[src/rtl/cordic_rotator.sv]
// Iterative CORDIC rotator: one micro-rotation per cycle, with the direction supplied externally via d/dn.
// Optional macro CORDIC_ROTATOR_ROUND_EN rounds each shifted term half-up instead of truncating it.
module cordic_rotator #(
  parameter int W      = 16,
  parameter int N_ITER = 12
) (
  input  logic         clk,
  input  logic         rst_n,
  input  logic         in_valid,
  output logic         in_ready,
  input  logic [W-1:0] x_in,
  input  logic [W-1:0] y_in,
  input  logic [W-1:0] z_in,
  input  logic         d,
  input  logic         dn,
  output logic [3:0]   iter,
  output logic [W-1:0] x_out,
  output logic [W-1:0] y_out,
  output logic [W-1:0] z_out,
  output logic         out_valid,
  input  logic         out_ready,
  output logic         busy,
  output logic         dir_err
);

  typedef enum logic [1:0] {IDLE, RUN, DONE} state_t;

  localparam int ASH = (W >= 16) ? W - 16 : 0;
  localparam int RSH = (W < 16) ? 16 - W : 0;

  state_t         state_q, state_d;
  logic [W-1:0]   x_q, x_d, y_q, y_d, z_q, z_d;
  logic [3:0]     iter_q, iter_d;
  logic           dir_err_q, dir_err_d;
  logic [W-1:0]   x_sh, y_sh, atan_v;

  // The angle table is defined at 16-bit scaling and rescaled to the datapath width.
  function automatic logic [W-1:0] atan_at(input logic [3:0] i);
    int a;
    case (i)
      4'd0:    a = 8192;
      4'd1:    a = 4836;
      4'd2:    a = 2555;
      4'd3:    a = 1297;
      4'd4:    a = 651;
      4'd5:    a = 326;
      4'd6:    a = 163;
      4'd7:    a = 81;
      4'd8:    a = 41;
      4'd9:    a = 20;
      4'd10:   a = 10;
      4'd11:   a = 5;
      default: a = 0;
    endcase
    return W'((longint'(a) << ASH) >> RSH);
  endfunction

  function automatic logic [W-1:0] sh_term(input logic [W-1:0] v, input logic [3:0] s);
    logic [W-1:0] t;
`ifdef CORDIC_ROTATOR_ROUND_EN
    logic [W-1:0] r;
`endif
    t = $signed(v) >>> s;
`ifdef CORDIC_ROTATOR_ROUND_EN
    if (s != 4'd0) begin
      r = $signed(v) >>> (s - 4'd1);
      t = t + (r & {{(W-1){1'b0}}, 1'b1});
    end
`endif
    return t;
  endfunction

  assign x_sh   = sh_term(x_q, iter_q);
  assign y_sh   = sh_term(y_q, iter_q);
  assign atan_v = atan_at(iter_q);

  always_comb begin
    state_d   = state_q;
    x_d       = x_q;
    y_d       = y_q;
    z_d       = z_q;
    iter_d    = iter_q;
    dir_err_d = dir_err_q;
    case (state_q)
      IDLE: begin
        if (in_valid) begin
          x_d       = x_in;
          y_d       = y_in;
          z_d       = z_in;
          iter_d    = 4'd0;
          dir_err_d = 1'b0;
          state_d   = RUN;
        end
      end
      RUN: begin
        if (d != dn) begin
          if (d) begin
            x_d = x_q - y_sh;
            y_d = y_q + x_sh;
            z_d = z_q - atan_v;
          end else begin
            x_d = x_q + y_sh;
            y_d = y_q - x_sh;
            z_d = z_q + atan_v;
          end
          iter_d = iter_q + 4'd1;
          if (iter_q == 4'(N_ITER - 1)) state_d = DONE;
        end else if (d) begin
          dir_err_d = 1'b1;
        end
      end
      DONE: begin
        if (out_ready) begin
          iter_d  = 4'd0;
          state_d = IDLE;
        end
      end
      default: state_d = IDLE;
    endcase
  end

  always_ff @(posedge clk or negedge rst_n) begin
    if (!rst_n) begin
      state_q   <= IDLE;
      x_q       <= '0;
      y_q       <= '0;
      z_q       <= '0;
      iter_q    <= 4'd0;
      dir_err_q <= 1'b0;
    end else begin
      state_q   <= state_d;
      x_q       <= x_d;
      y_q       <= y_d;
      z_q       <= z_d;
      iter_q    <= iter_d;
      dir_err_q <= dir_err_d;
    end
  end

  assign in_ready  = (state_q == IDLE);
  assign busy      = (state_q == RUN);
  assign out_valid = (state_q == DONE);
  assign iter      = iter_q;
  assign x_out     = x_q;
  assign y_out     = y_q;
  assign z_out     = z_q;
  assign dir_err   = dir_err_q;

endmodule
[config.mk]
export PLATFORM = sky130hd
export DESIGN_NAME = cordic_rotator
export DESIGN_NICKNAME = d
export VERILOG_FILES = /design/src/rtl/cordic_rotator.sv
export SDC_FILE = /design/constraint.sdc
export NUM_CORES = 1
export LEC_CHECK = 0
export BUFFER_PORTS_ARGS = -buffer_cell sky130_fd_sc_hd__buf_2
export CORE_MARGIN = 5
export CORE_UTILIZATION = 40
export CTS_CLUSTER_SIZE = 20
export DETAILED_ROUTE_END_ITERATION = 6
export PLACE_DENSITY = 0.63
export SLEW_MARGIN = 20
export SYNTH_ARGS = -nofsm -noshare
export SYNTH_HDL_FRONTEND = slang
export SYNTH_SLANG_ARGS = --single-unit
[constraint.sdc]
create_clock -name clk -period 6.7 [get_ports clk]
set_input_delay 0.67 -clock clk [delete_from_list [all_inputs] [get_ports clk]]
set_output_delay 0.67 -clock clk [all_outputs]
set_load 0.005 [all_outputs]
After elaboration in Yosys (flattened, before gate mapping)
Memory sizes are Yosys's and may differ from the RTL's.
Index checks and enable logic that the tools add are counted.
{"block": "totals", "mem_bits_ro": 224, "memories": 1, "wordCells": 58, "reg_bits": 55, "in_bits": 54}
{"block": "op_classes", "shifts": 2, "add_sub_neg": 7, "eq_ne": 10, "mux": 25, "n_reduce_logical": 7}
{"memory": "(no name shown)", "words": 16, "width": 14, "rd": 1, "rd_clocked_by_memory_dff": 0, "wr": 0, "line": "40", "rtl": "case (i)"}
{"cell": "2-to-1 mux 16 bit", "count": 9}
{"cell": "case mux 16 bit (2 select lines)", "count": 3}
{"cell": "adder 16 bit", "count": 3}
{"cell": "subtractor 16 bit", "count": 3}
{"cell": ">>> shifter 16 x 4 -> 16 bit", "count": 2}
{"cell": "2-to-1 mux 4 bit", "count": 3}
{"cell": "case mux 4 bit (3 select lines)", "count": 1}
{"cell": "AND reduction 4 bit", "count": 3}
{"cell": "2-to-1 mux 2 bit", "count": 4}
{"cell": "inequality test 2 x 1 -> 1 bit (second input constant)", "count": 3}
{"cell": "inequality test 2 bit (second input constant)", "count": 3}
{"cell": "case mux 2 bit (3 select lines)", "count": 1}
{"cell": "adder 4 x 1 -> 4 bit (second input constant)", "count": 1}
{"cell": "== test 4 bit (second input constant)", "count": 1}
{"cell": "2-to-1 mux 1 bit", "count": 3}
{"cell": "AND reduction 3 bit", "count": 1}
{"cell": "nonzero test 3 bit", "count": 1}
{"cell": "== test 2 x 1 -> 1 bit (second input constant)", "count": 1}
{"cell": "== test 2 bit (second input constant)", "count": 1}
{"cell": "logical NOT 2 bit", "count": 1}
{"cell": "case mux 1 bit (2 select lines)", "count": 1}
{"cell": "nonzero test 2 bit", "count": 1}
{"cell": "inequality test 1 bit", "count": 1}

Depth between registers and ports, before layout
Gate-level depths: netlist of the first run.
{"block": "depth", "word_depth": 5, "ltp_mapped": 25}

Worst setup path before layout of the first run
Ideal clock, no wire load.
{"block": "synth_path", "kind": "flip-flop to flip-flop", "start": "register iter_q[0] (netlist: iter[0])", "end": "register z_q[15] (netlist: z_out[15])", "setup_ps": 137, "slack_ps": 1508, "path_stages_with_launch": 26, "required_time_ps": 6563, "n_path_buf": 4, "period_less_slack_ps": 5192, "t_arrival_ps": 5055, "path_cell_list": "dfrtp_1 buf_6 buf_12 buf_8 buf_2 inv_1 ha_1 inv_1 a21oi_1 o22ai_1 nor4_1 nor2b_1 and2b_1 a21oi_1 xnor2_1 ha_1 a21o_1 a21o_1 a21oi_1 nor2_1 a221o_1 or4_1 a31oi_1 xor2_1 a21oi_1 a2bb2oi_1"}
{"block": "synth_via", "elab_chain_len": 5}
{"element": "start: declaration", "line": "33", "rtl": "logic [3:0] iter_q, iter_d;"}
{"element": "start signal: assignment", "line": "135", "rtl": "iter_q <= iter_d;"}
{"element": "memory read (16 x 14 bit) *"}
{"element": "adder 16 bit / subtractor 16 bit (equally long branches)", "line": "104, 100"}
{"element": "2-to-1 mux 16 bit *", "line": "97", "rtl": "if (d) begin"}
{"element": "2-to-1 mux 16 bit *", "line": "96", "rtl": "if (d != dn) begin"}
{"element": "case mux 16 bit (2 select lines) *", "line": "84", "rtl": "case (state_q)"}
{"element": "end signal: assignment", "line": "134", "rtl": "z_q <= z_d;"}
{"element": "end: declaration", "line": "32", "rtl": "logic [W-1:0] x_q, x_d, y_q, y_d, z_q, z_d;"}
Every way passes the cells marked *; elsewhere a longest branch is shown, timed or not. The select of a mux whose other input is x is not followed.
A chain may end at the register's enable or synchronous reset.

Final worst setup path of the first run
{"block": "layout_path", "start": "register iter_q[1] (netlist: iter[1])", "end": "register z_q[15] (netlist: z_out[15])"}
Same word-level chain as after synthesis.

==> impl_results.md, run 1 <==
* Run status: complete, no violations
* Area of the die at a little over 20,000 sq um
* Critical R2R Capture: z_out[15]
* Worst Reg-to-Reg Cells at 21
* Reg2reg setup slack at ~1.2 ns
* Cell count after synthesis at approximately 900
* Cell-by-cell listing of the critical path: inv_2 > ha_1 > inv_1 > a21oi_1 > o22ai_1 > nor4_1 > nor2b_1 > and2b_1 > a21oi_1 > xnor2_1 > ha_1 > a21o_1 > a21o_1 > a21oi_1 > nor2_1 > a221o_1 > or4_1 > a31oi_1 > xor2_1 > a21oi_1 > a2bb2oi_1
* CTS Sinks at 55
* Clock tree buffer depth at 2
* Number of ports placed on the die boundary at 110
* Total core area at around 18,000 sq um
* DRT met1 WL at between 10,000 and 15,000 um
* Multi-input combinational cell area at 5404 sq um
* Primary flip-flop cell chosen by synthesis mapping: dfrtp_1
* Die outline height at about 140 um
* Proportion of layout cells with a drive suffix above 1 at 0.1841
* Vias after detailed routing at a little under 7,000
* Commonest cells after routing, fill and taps aside: buf_2, nand2_1, a21oi_1
* Crit Path Max Fanout at 26
* Num rows at between 40 and 50
* Final setup violation count at 0
* CTS resizes at 0
* Setup repair after global routing missed its margin: no
* Number of remaining DRC errors at 0
* Number of enable flip-flop cells after synthesis at 0
* Setup total negative slack at 0 ns
* First-pass GRT wire length at ~36,000 um
* Reg2Reg Launch Point: iter[1]
* Post-cts hold buffer count at 0
* Critical path's largest stage delay at between 0.4 and 0.5 ns
* Arrival time reported for the critical path endpoint at 5.71 ns
* Filler cell count in the final layout at 1,822
* Synthesized netlist net count at 1,021
* PortBufs at between 100 and 150
* Actual slew at the worst max-slew pin at ~0.89 ns
* Max stage delay cell, worst path: inv_2
* Final Cycle Share at 0.8244
* Critical path launch point type: flip-flop
* Antenna diodes at 0
* Max-cap check violation count at 0
* CTS buffer count at 5
* Clk pin slew, worst setup/hold paths at roughly 0.080 ns
* Placement Cell Area at a little under 8000 sq um
* DRT antenna net count at 0
* Mean instance size in the synthesized netlist at a little under 8 sq um
* Sequential-to-total area share from yosys stat at 0.1917
* Max-Slew Margin vs Limit at 0.4047
* 1st-pass router iterations at 5
* Aggregate global routing overflow at 0
* Required time of the critical path at 6.89 ns
* Total wire length at around 22,000 um
* Seq cells post-synth at 55
* Overall track demand over capacity in global routing at 0.2134
* Initial DRC Count at 449
* Average via count per standard cell at around 5.7
* Max Freq at ~0.18 GHz
* Hold WC Path Type: in2async
* Final nets at about 1,100
* Netlist area before placement at roughly 7200 sq um
* Wire per inst at 17.94 um
* DR WL met2 at roughly 9700 um
* Time the worst path needs with I/O delays and setup at roughly 5.5 ns
* Hpwl dp at approximately 17,000 um
* Endpoints failing hold at 0
* Die Span X at 144.0 um
* Distinct cell type count after synthesis at between 80 and 90
* Critical Path End: z_out[15]
* CP Capture Type: flip-flop
* Instance count on the critical path at 21
* Worst clock skew at 0.01307 ns
* Placer Congestion at a little under 1
* Starting density of the core at 0.4024
* Fraction of the core area covered by cells at the end of the flow at 0.4487
* Library cell used as clock root buffer: clkbuf_16
* Highest routed metal layer: met4
* Number of warnings issued by yosys at 0
* Top Family by Delay on Critical Path: compound AO/OA/AOI/OAI gates
* Met3 layer wire length in the routed design at 1246 um
* Vias in the first global route at around 6,700
* Design area at approximately 8000 sq um
* Clock tree from TritonCTS: yes
* WS Path Type: reg2reg
* CTS H-tree depth at 2
* Pin count of the biggest net entering global routing at between 60 and 70
* Final hold slack at around 0.50 ns
* Critical Path Start: iter[1]
* Antenna violations before repair at 0
* Area growth syn-to-layout at 11.50%
* Most common library cell in the layout ignoring fill and taps: buf_2
* Register area at between 1000 and 1500 sq um
* Worst path bufs/invs at 2
* Number of pins with negative max-slew slack in the final report at 0
* Most frequent CP cell: a21oi_1
* Async set or reset register ratio after synthesis at 1.000
* Clock insertion delay at the later pin of the skew report at about 0.32 ns
* Postcts setup bufs at 0
-- metrics by stage --
| step | instances | setup WS, ns |
|---|---|---|
| after floorplan | 905 | 1.508 |
| after global placement | 1204 | 1.316 |
| after detailed placement | 1204 | 1.293 |
| after CTS | 1212 | 1.245 |
| after global routing | 1212 | 0.7961 |
| final | 1212 | 1.177 |
-- flip-flops by register name (all words and copies together) (netlist names) --
| signal | count |
|---|---|
| dir_err | 1 |
| iter | 4 |
| state_q | 2 |
| x_out | 16 |
| y_out | 16 |
| z_out | 16 |
-- cell usage after synthesis, types with 9 or more instances --
| master | count | area (sq um) |
|---|---|---|
| mux2_2 | 12 | 135.1 |
| nand2_1 | 108 | 405.4 |
| nand3_1 | 15 | 75.07 |
| xnor2_1 | 52 | 455.4 |
| o21ai_0 | 58 | 290.3 |
| xor2_1 | 27 | 236.5 |
| mux2i_1 | 35 | 350.3 |
| o211ai_1 | 10 | 75.07 |
| a21o_1 | 14 | 105.1 |
| nor3_1 | 12 | 60.06 |
| clkbuf_1 | 29 | 108.9 |
| a21oi_1 | 102 | 510.5 |
| inv_1 | 31 | 116.4 |
| ha_1 | 59 | 738.2 |
| nor2_1 | 91 | 341.6 |
| dfrtp_1 | 55 | 1376 |
| o22ai_1 | 9 | 56.30 |
| a31oi_1 | 21 | 131.4 |
| mux4_2 | 13 | 292.8 |
-- worst min path at each step --
| stage | from | to | slack [ns] | cells after the start |
|---|---|---|---|---|
| floorplan | rst_n | dir_err | 0.37 | 0 |
| global placement | state_q[1] | state_q[0] | 0.50 | 1 |
| detailed placement | state_q[1] | state_q[0] | 0.50 | 1 |
| CTS | state_q[1] | state_q[0] | 0.51 | 1 |
| global route | state_q[1] | state_q[0] | 0.55 | 1 |
| finish | rst_n | z_out[4] | 0.50 | 2 |
-- area by class of cell --
class                           count  area share
Timing Repair Buffer              122     0.08034
Multi-Input combinational cell    764      0.6751
Sequential cell                    55      0.1721
Clock buffer                        6     0.01610
Tap cell                          229     0.03579
Inverter                           34     0.01594
Clock inverter                      2    0.004689
-- logic make-up after synthesis --
family | Yosys count | share of synthesized area
AO/OA/AOI/OAI | 282 | 0.2457
AND/OR/NAND/NOR | 274 | 0.1713
buffers and inverters | 86 | 0.05751
XOR/XNOR | 80 | 0.09864
multiplexers | 66 | 0.1239
adder cells (fa/ha/maj) | 62 | 0.1112
flip-flops | 55 | 0.1917
-- per-layer routing --
| layer | vias to the layer above | global-route usage |
|---|---|---|
| met2 | 201 | 0.3415 |
| met1 | 3245 | 0.3055 |
| met3 | 28 | 0.02712 |
| met5 | - | 0 |
| met4 | 0 | 0.05451 |
| li1 | 3420 | - |
Power of run 1 is left out: the tool's default activity adds up to more than one toggle a clock period on the data nets, which glitch-free logic cannot reach.
==> inputs of run 2 (changes only) <==
Settings changed: ABC_AREA set to 1, PLACE_DENSITY 0.63 to 0.65.
Clock period 6.7 ns to 4.6 ns, I/O delays scaled along.
==> run 2 against run 1 <==
Synthesized area increased by 1.6%. Routed wire length increased by 15%. Largest cell class unchanged. Synthesized cell count increased by 30%. Via count increased by 18%. Count of clock-buffer cells in the layout decreased by 1. Final cell count increased by 24%. Fmax increased by 32%. Die area increased by 1.5%. Global-route usage increased by 1.9 points. Setup slack got worse by 0.76 ns. Critical endpoint is now x_out[13]. Utilization increased by 1.0 points.
==> impl_results.md, run 2 <==
* Pin count of the biggest net entering global routing at 63
* Number of pins with negative max-slew slack in the final report at 0
* Distinct cell type count after synthesis at 47
* Max-cap check violation count at 0
* Vias after detailed routing at 8,136
* Die outline height at roughly 150 um
* Wire per inst at ~17 um
* CTS H-tree depth at 2
* Setup repair after global routing missed its margin: no
* Critical path's largest stage delay at 0.49 ns
* Final setup violation count at 0
* Number of enable flip-flop cells after synthesis at 0
* Starting density of the core at 0.4062
* First-pass GRT wire length at roughly 40,000 um
* Worst Reg-to-Reg Cells at 24
* Critical Path Start: iter[0]
* Antenna diodes at 0
* Cell count after synthesis at around 1,200
* Area growth syn-to-layout at 13.01%
* Commonest cells after routing, fill and taps aside: nand2_1, nand3_1, inv_1
* Async set or reset register ratio after synthesis at 1.000
* Total core area at ~18,000 sq um
* Sequential-to-total area share from yosys stat at 0.1886
* Top Family by Delay on Critical Path: simple AND/OR/NAND/NOR gates
* Proportion of layout cells with a drive suffix above 1 at 0.1395
* Filler cell count in the final layout at 1,965
* Average via count per standard cell at 5.406
* Arithmetic-cell share of the synthesized area counting full adders, half adders and majority gates at 0.1094
* Total wire length at 25,000 um
* Actual slew at the worst max-slew pin at between 0.8 and 0.9 ns
* Max-Slew Margin vs Limit at 0.4015
* Postcts setup bufs at 0
* Synthesized-area fraction occupied by xor and xnor cells at 0.07442
* CTS buffer count at 5
* Most frequent CP cell: nand2_1
* Setup total negative slack at 0 ns
* Final Cycle Share at 0.9088
* WS Path Type: reg2reg
* 1st-pass router iterations at 5
* Crit Path Max Fanout at 24
* Netlist area before placement at 7297 sq um
* Share of the synthesized area in compound gates (AO/OA/AOI/OAI) at 0.1713
* Num rows at around 50
* Required time of the critical path at just under 5 ns
* Antenna violations before repair at 0
* CP Capture Type: flip-flop
* Hold WC Path Type: in2async
* Global routing met1 resource utilization at 0.3426
* Seq cells post-synth at 55
* Mean instance size in the synthesized netlist at between 6 and 7 sq um
* Post-synth top area share at 0.1886
* Hpwl dp at between 15,000 and 20,000 um
* Met2 Use GR at 0.3625
* Number of remaining DRC errors at 0
* Final nets at 1,391
* Arrival time reported for the critical path endpoint at between 4 and 5 ns
* Most area-consuming cells after synthesis: dfrtp_1, nand2_1, ha_1, nand3_1, inv_1
* Initial DRC Count at ~700
* Simple logic cell fraction of the synthesized area at 0.3611
* Area of the die at 21,040 sq um
* Combinational family with the most area after synthesis: simple AND/OR/NAND/NOR gates
* Number of ports placed on the die boundary at 110
* Primary flip-flop cell chosen by synthesis mapping: dfrtp_1
* Critical path launch point type: flip-flop
* GR Util met3 at 0.02682
* Leading cell types by count after synthesis: nand2_1, nand3_1, inv_1, nor2_1, o21ai_0
* Aggregate global routing overflow at 0
* Instance count on the critical path at 24
* Worst clock skew at around 0.012 ns
* Reg2Reg Launch Point: iter[0]
* Library cell used as clock root buffer: clkbuf_16
* Clock tree from TritonCTS: yes
* Number of warnings issued by yosys at 0
* Time the worst path needs with I/O delays and setup at between 4 and 5 ns
* Reg2reg setup slack at between 0.4 and 0.5 ns
* DRT antenna net count at 0
* Critical R2R Capture: x_out[13]
* Placer Congestion at slightly above 0.9
* Mux contribution to synthesized area at 0.001372
* Most common library cell in the layout ignoring fill and taps: nand2_1
* Global routing's busiest layer: met2
* Synthesized netlist net count at 1,295
* Clock tree buffer depth at 2
* Run status: complete, no violations
* Worst path bufs/invs at 1
* Clk pin slew, worst setup/hold paths at 0.09 ns
* Most frequently used cell type in the post-synthesis netlist: nand2_1
* Clock insertion delay at the later pin of the skew report at between 0.3 and 0.4 ns
* PortBufs at 109
* Cell accounting for the most synthesized area: dfrtp_1
* Critical Path End: x_out[13]
* Max Freq at between 0.2 and 0.25 GHz
* Cell-by-cell listing of the critical path: buf_4 > or2_2 > nand3_1 > nand2_1 > nand2_1 > nand2_1 > and2b_1 > ha_1 > nand2_1 > nor2_1 > nand2_1 > nor3_2 > a21oi_1 > xor2_1 > ha_1 > nand2_1 > nor2_1 > nand4_1 > nand4_1 > a21o_1 > or2_2 > nand3_1 > o211ai_1 > o21ai_0
* CTS Sinks at 55
* Overall track demand over capacity in global routing at 0.2321
* Endpoints failing hold at 0
* Die Span X at between 100 and 150 um
* Vias in the first global route at between 7,000 and 8,000
* Max stage delay cell, worst path: dfrtp_2
[run 2: timing repair]
item | CTS | global route
hold buffers | 0 | 0
resized for setup | 0 | 4
endpoints found under the setup margin | 0 | 3
[run 2: layout make-up]
type                       instances  area [sq um]  area share
timing repair buffer             134         733.2     0.08891
clock inverter                     3         33.78    0.004096
sequential                        55          1378      0.1670
tap                              229         286.5     0.03474
inverter                         116         437.9     0.05310
clock buffer                       5         125.1     0.01517
multi-input combinational        963          5253      0.6369
[run 2: layer usage]
metal,up-vias,wire length (um)
met5,-,0
met4,0,386
met3,21,1526
met2,263,10700
met1,3771,12380
li1,4081,-
[run 2: worst min-delay path by stage]
stage,from,end,slack (ns)
floorplan,rst_n,dir_err,0.16
global placement,dir_err,dir_err,0.49
detailed placement,dir_err,dir_err,0.50
CTS,rst_n,x_out[7],0.33
global route,out_ready,state_q[1],0.33
finish,rst_n,x_out[7],0.29
[run 2: kinds of logic after synthesis]
kind of cell	count (synthesis)
fa+ha+maj	62
buf+inv	161
flops	55
xor+xnor	62
simple gates	619
mux	1
compound gates	219
[run 2: stage by stage]
| stage | util | std cells | hold WS, ns | setup WS [ns] | area (sq um) |
|---|---|---|---|---|---|
| 6_report | 0.4591 | 1505 | 0.2917 | 0.4197 | 8247 |
| 5_1_grt | 0.4591 | 1505 | 0.3310 | 0.03519 | 8247 |
| 4_1_cts | 0.4585 | 1505 | 0.3254 | 0.3310 | 8237 |
| 3_5_place_dp | 0.4497 | 1497 | 0.5020 | 0.3585 | 8078 |
| 3_3_place_gp | 0.4497 | 1497 | 0.4888 | 0.4731 | 8078 |
| 2_1_floorplan | - | 1179 | 0.1644 | 1.093 | 7297 |
Power of run 2 is left out for the same reason.
==> inputs of run 3 (changes only) <==
Settings changed: PLACE_DENSITY 0.65 to 0.62, REMOVE_ABC_BUFFERS set to 1.
Clock period 4.6 ns to 4.9 ns, I/O delays scaled along.
==> run 3 against run 2 <==
Register-to-register slack gained 0.19 ns. Clock skew grew 0.0025 ns. Flip-flop and latch count is the same. Count of clock-buffer cells in the layout grew 1. Largest cell class unchanged.
==> impl_results.md, run 3 (same netlist as run 2, synthesis figures left out) <==
* Max-Slew Margin vs Limit at 0.4430
* Area growth syn-to-layout at 12.16%
* Max Freq at between 0.2 and 0.25 GHz
* Critical path launch point type: flip-flop
* Placement Cell Area at approximately 8000 sq um
* Proportion of layout cells with a drive suffix above 1 at 0.1317
* Die outline height at ~150 um
* 1st-pass router iterations at 7
* Critical Path Start: iter[0]
* Multi-input combinational cell area at 5246 sq um
* WS Path Type: reg2reg
* Worst path bufs/invs at 2
* Aggregate global routing overflow at 0
* Worst clock skew at 0.01427 ns
* CTS resizes at 0
* CP Capture Type: flip-flop
* Antenna violations before repair at 0
* Post-cts hold buffer count at 0
* Total core area at about 18,000 sq um
* Setup repair after global routing missed its margin: no
* Final nets at 1,384
* Vias in the first global route at 7,665
* Time the worst path needs with I/O delays and setup at ~4.3 ns
* Number of remaining DRC errors at 0
* Postcts setup bufs at 0
* Pin count of the biggest net entering global routing at 63
* Wire per inst at between 15 and 20 um
* GR Util met3 at 0.03087
* Number of pins with negative max-slew slack in the final report at 0
* Global routing met1 resource utilization at 0.2852
* Required time of the critical path at between 5 and 6 ns
* PortBufs at ~110
* Met2 Use GR at 0.3782
* DRT antenna net count at 0
* Post-layout worst setup margin at between 0.6 and 0.7 ns
* Cell-by-cell listing of the critical path: inv_2 > nand2_1 > nand2_1 > nand2_1 > nand3_1 > nand3_1 > and2b_1 > ha_1 > o21ai_0 > fa_1 > nand3_1 > nand3_1 > inv_1 > nor2_1 > nor2_1 > o21ai_0 > a21boi_0 > o21ai_0 > xor2_1 > nor2_1 > o21ai_0
* Top Family by Delay on Critical Path: simple AND/OR/NAND/NOR gates
* Clock insertion delay at the later pin of the skew report at just over 0.3 ns
* Reg2Reg Launch Point: iter[0]
* Clk pin slew, worst setup/hold paths at approximately 0.080 ns
* Worst Reg-to-Reg Cells at 21
* Critical path's largest stage delay at roughly 0.46 ns
* Vias after detailed routing at roughly 8,000
* Final Cycle Share at 0.8757
* Initial DRC Count at about 590
* Final setup violation count at 0
* Placer Congestion at between 0.9 and 1
* Die Span X at 145.1 um
* Crit Path Max Fanout at 34
* Register area at 1376 sq um
* Arrival time reported for the critical path endpoint at 4.52 ns
* Clock tree from TritonCTS: yes
* Max-cap check violation count at 0
* Endpoints failing hold at 0
* Hpwl dp at 18,040 um
* Fraction of the core area covered by cells at the end of the flow at 0.4556
* Design area at 8184 sq um
* Filler cell count in the final layout at 1,961
* Global routing's busiest layer: met2
* Antenna diodes at 0
* Overall track demand over capacity in global routing at 0.2156
* Most common library cell in the layout ignoring fill and taps: nand2_1
* CTS Sinks at 55
* Starting density of the core at 0.4062
* Run status: complete, no violations
* Commonest cells after routing, fill and taps aside: nand2_1, nand3_1, inv_1
* Hold WC Path Type: in2async
* Total wire length at between 20,000 and 25,000 um
* Post-placement setup slack at approximately 0.71 ns
* Instance count on the critical path at 21
* CTS buffer count at 5
* Actual slew at the worst max-slew pin at between 0.8 and 0.9 ns
* Clock tree buffer depth at 2
* First-pass GRT wire length at 38,240 um
* Area of the die at 21,040 sq um
* Num rows at slightly below 50
* Max stage delay cell, worst path: inv_2
* Library cell used as clock root buffer: clkbuf_16
* CTS H-tree depth at 2
* Setup total negative slack at 0 ns
* Average via count per standard cell at about 5.3
* Number of ports placed on the die boundary at 110
==> run 3: stage by stage <==
step | instances | hold slack [ns]
2_1_floorplan | 1134 | 0.1944
3_3_place_gp | 1490 | 0.4859
3_5_place_dp | 1490 | 0.4843
4_1_cts | 1497 | 0.3677
5_1_grt | 1497 | 0.3688
6_report | 1497 | 0.3334
==> run 3: worst paths after layout <==
path / endpoint / slack [ns]
max in group asynchronous: x_out[6] / 4.06
min in group clk: state_q[1] / 0.38
worst max register to register: x_out[12] / 0.61
worst min register to register: dir_err / 0.50
worst max-delay path: x_out[12] / 0.61
worst min-delay path: z_out[1] / 0.33
==> run 3: cell type report <==
| cell class | count | area share |
|---|---|---|
| clock buffer | 6 | 0.01575 |
| clock inverter | 1 | 0.003669 |
| inverter | 116 | 0.05320 |
| multi-input combinational | 963 | 0.6410 |
| sequential | 55 | 0.1682 |
| tap | 229 | 0.03501 |
| timing repair buffer | 127 | 0.08317 |
==> run 3: per-layer routing <==
metal / wire, um / up-vias / part of all wire
met1: 10690 / 3645 / 0.46
met4: 242 / 0 / 0.010
li1: - / 4060 / -
met2: 11310 / 161 / 0.49
met3: 1050 / 17 / 0.045
met5: 0 / - / 0
Power of run 3 is left out for the same reason.
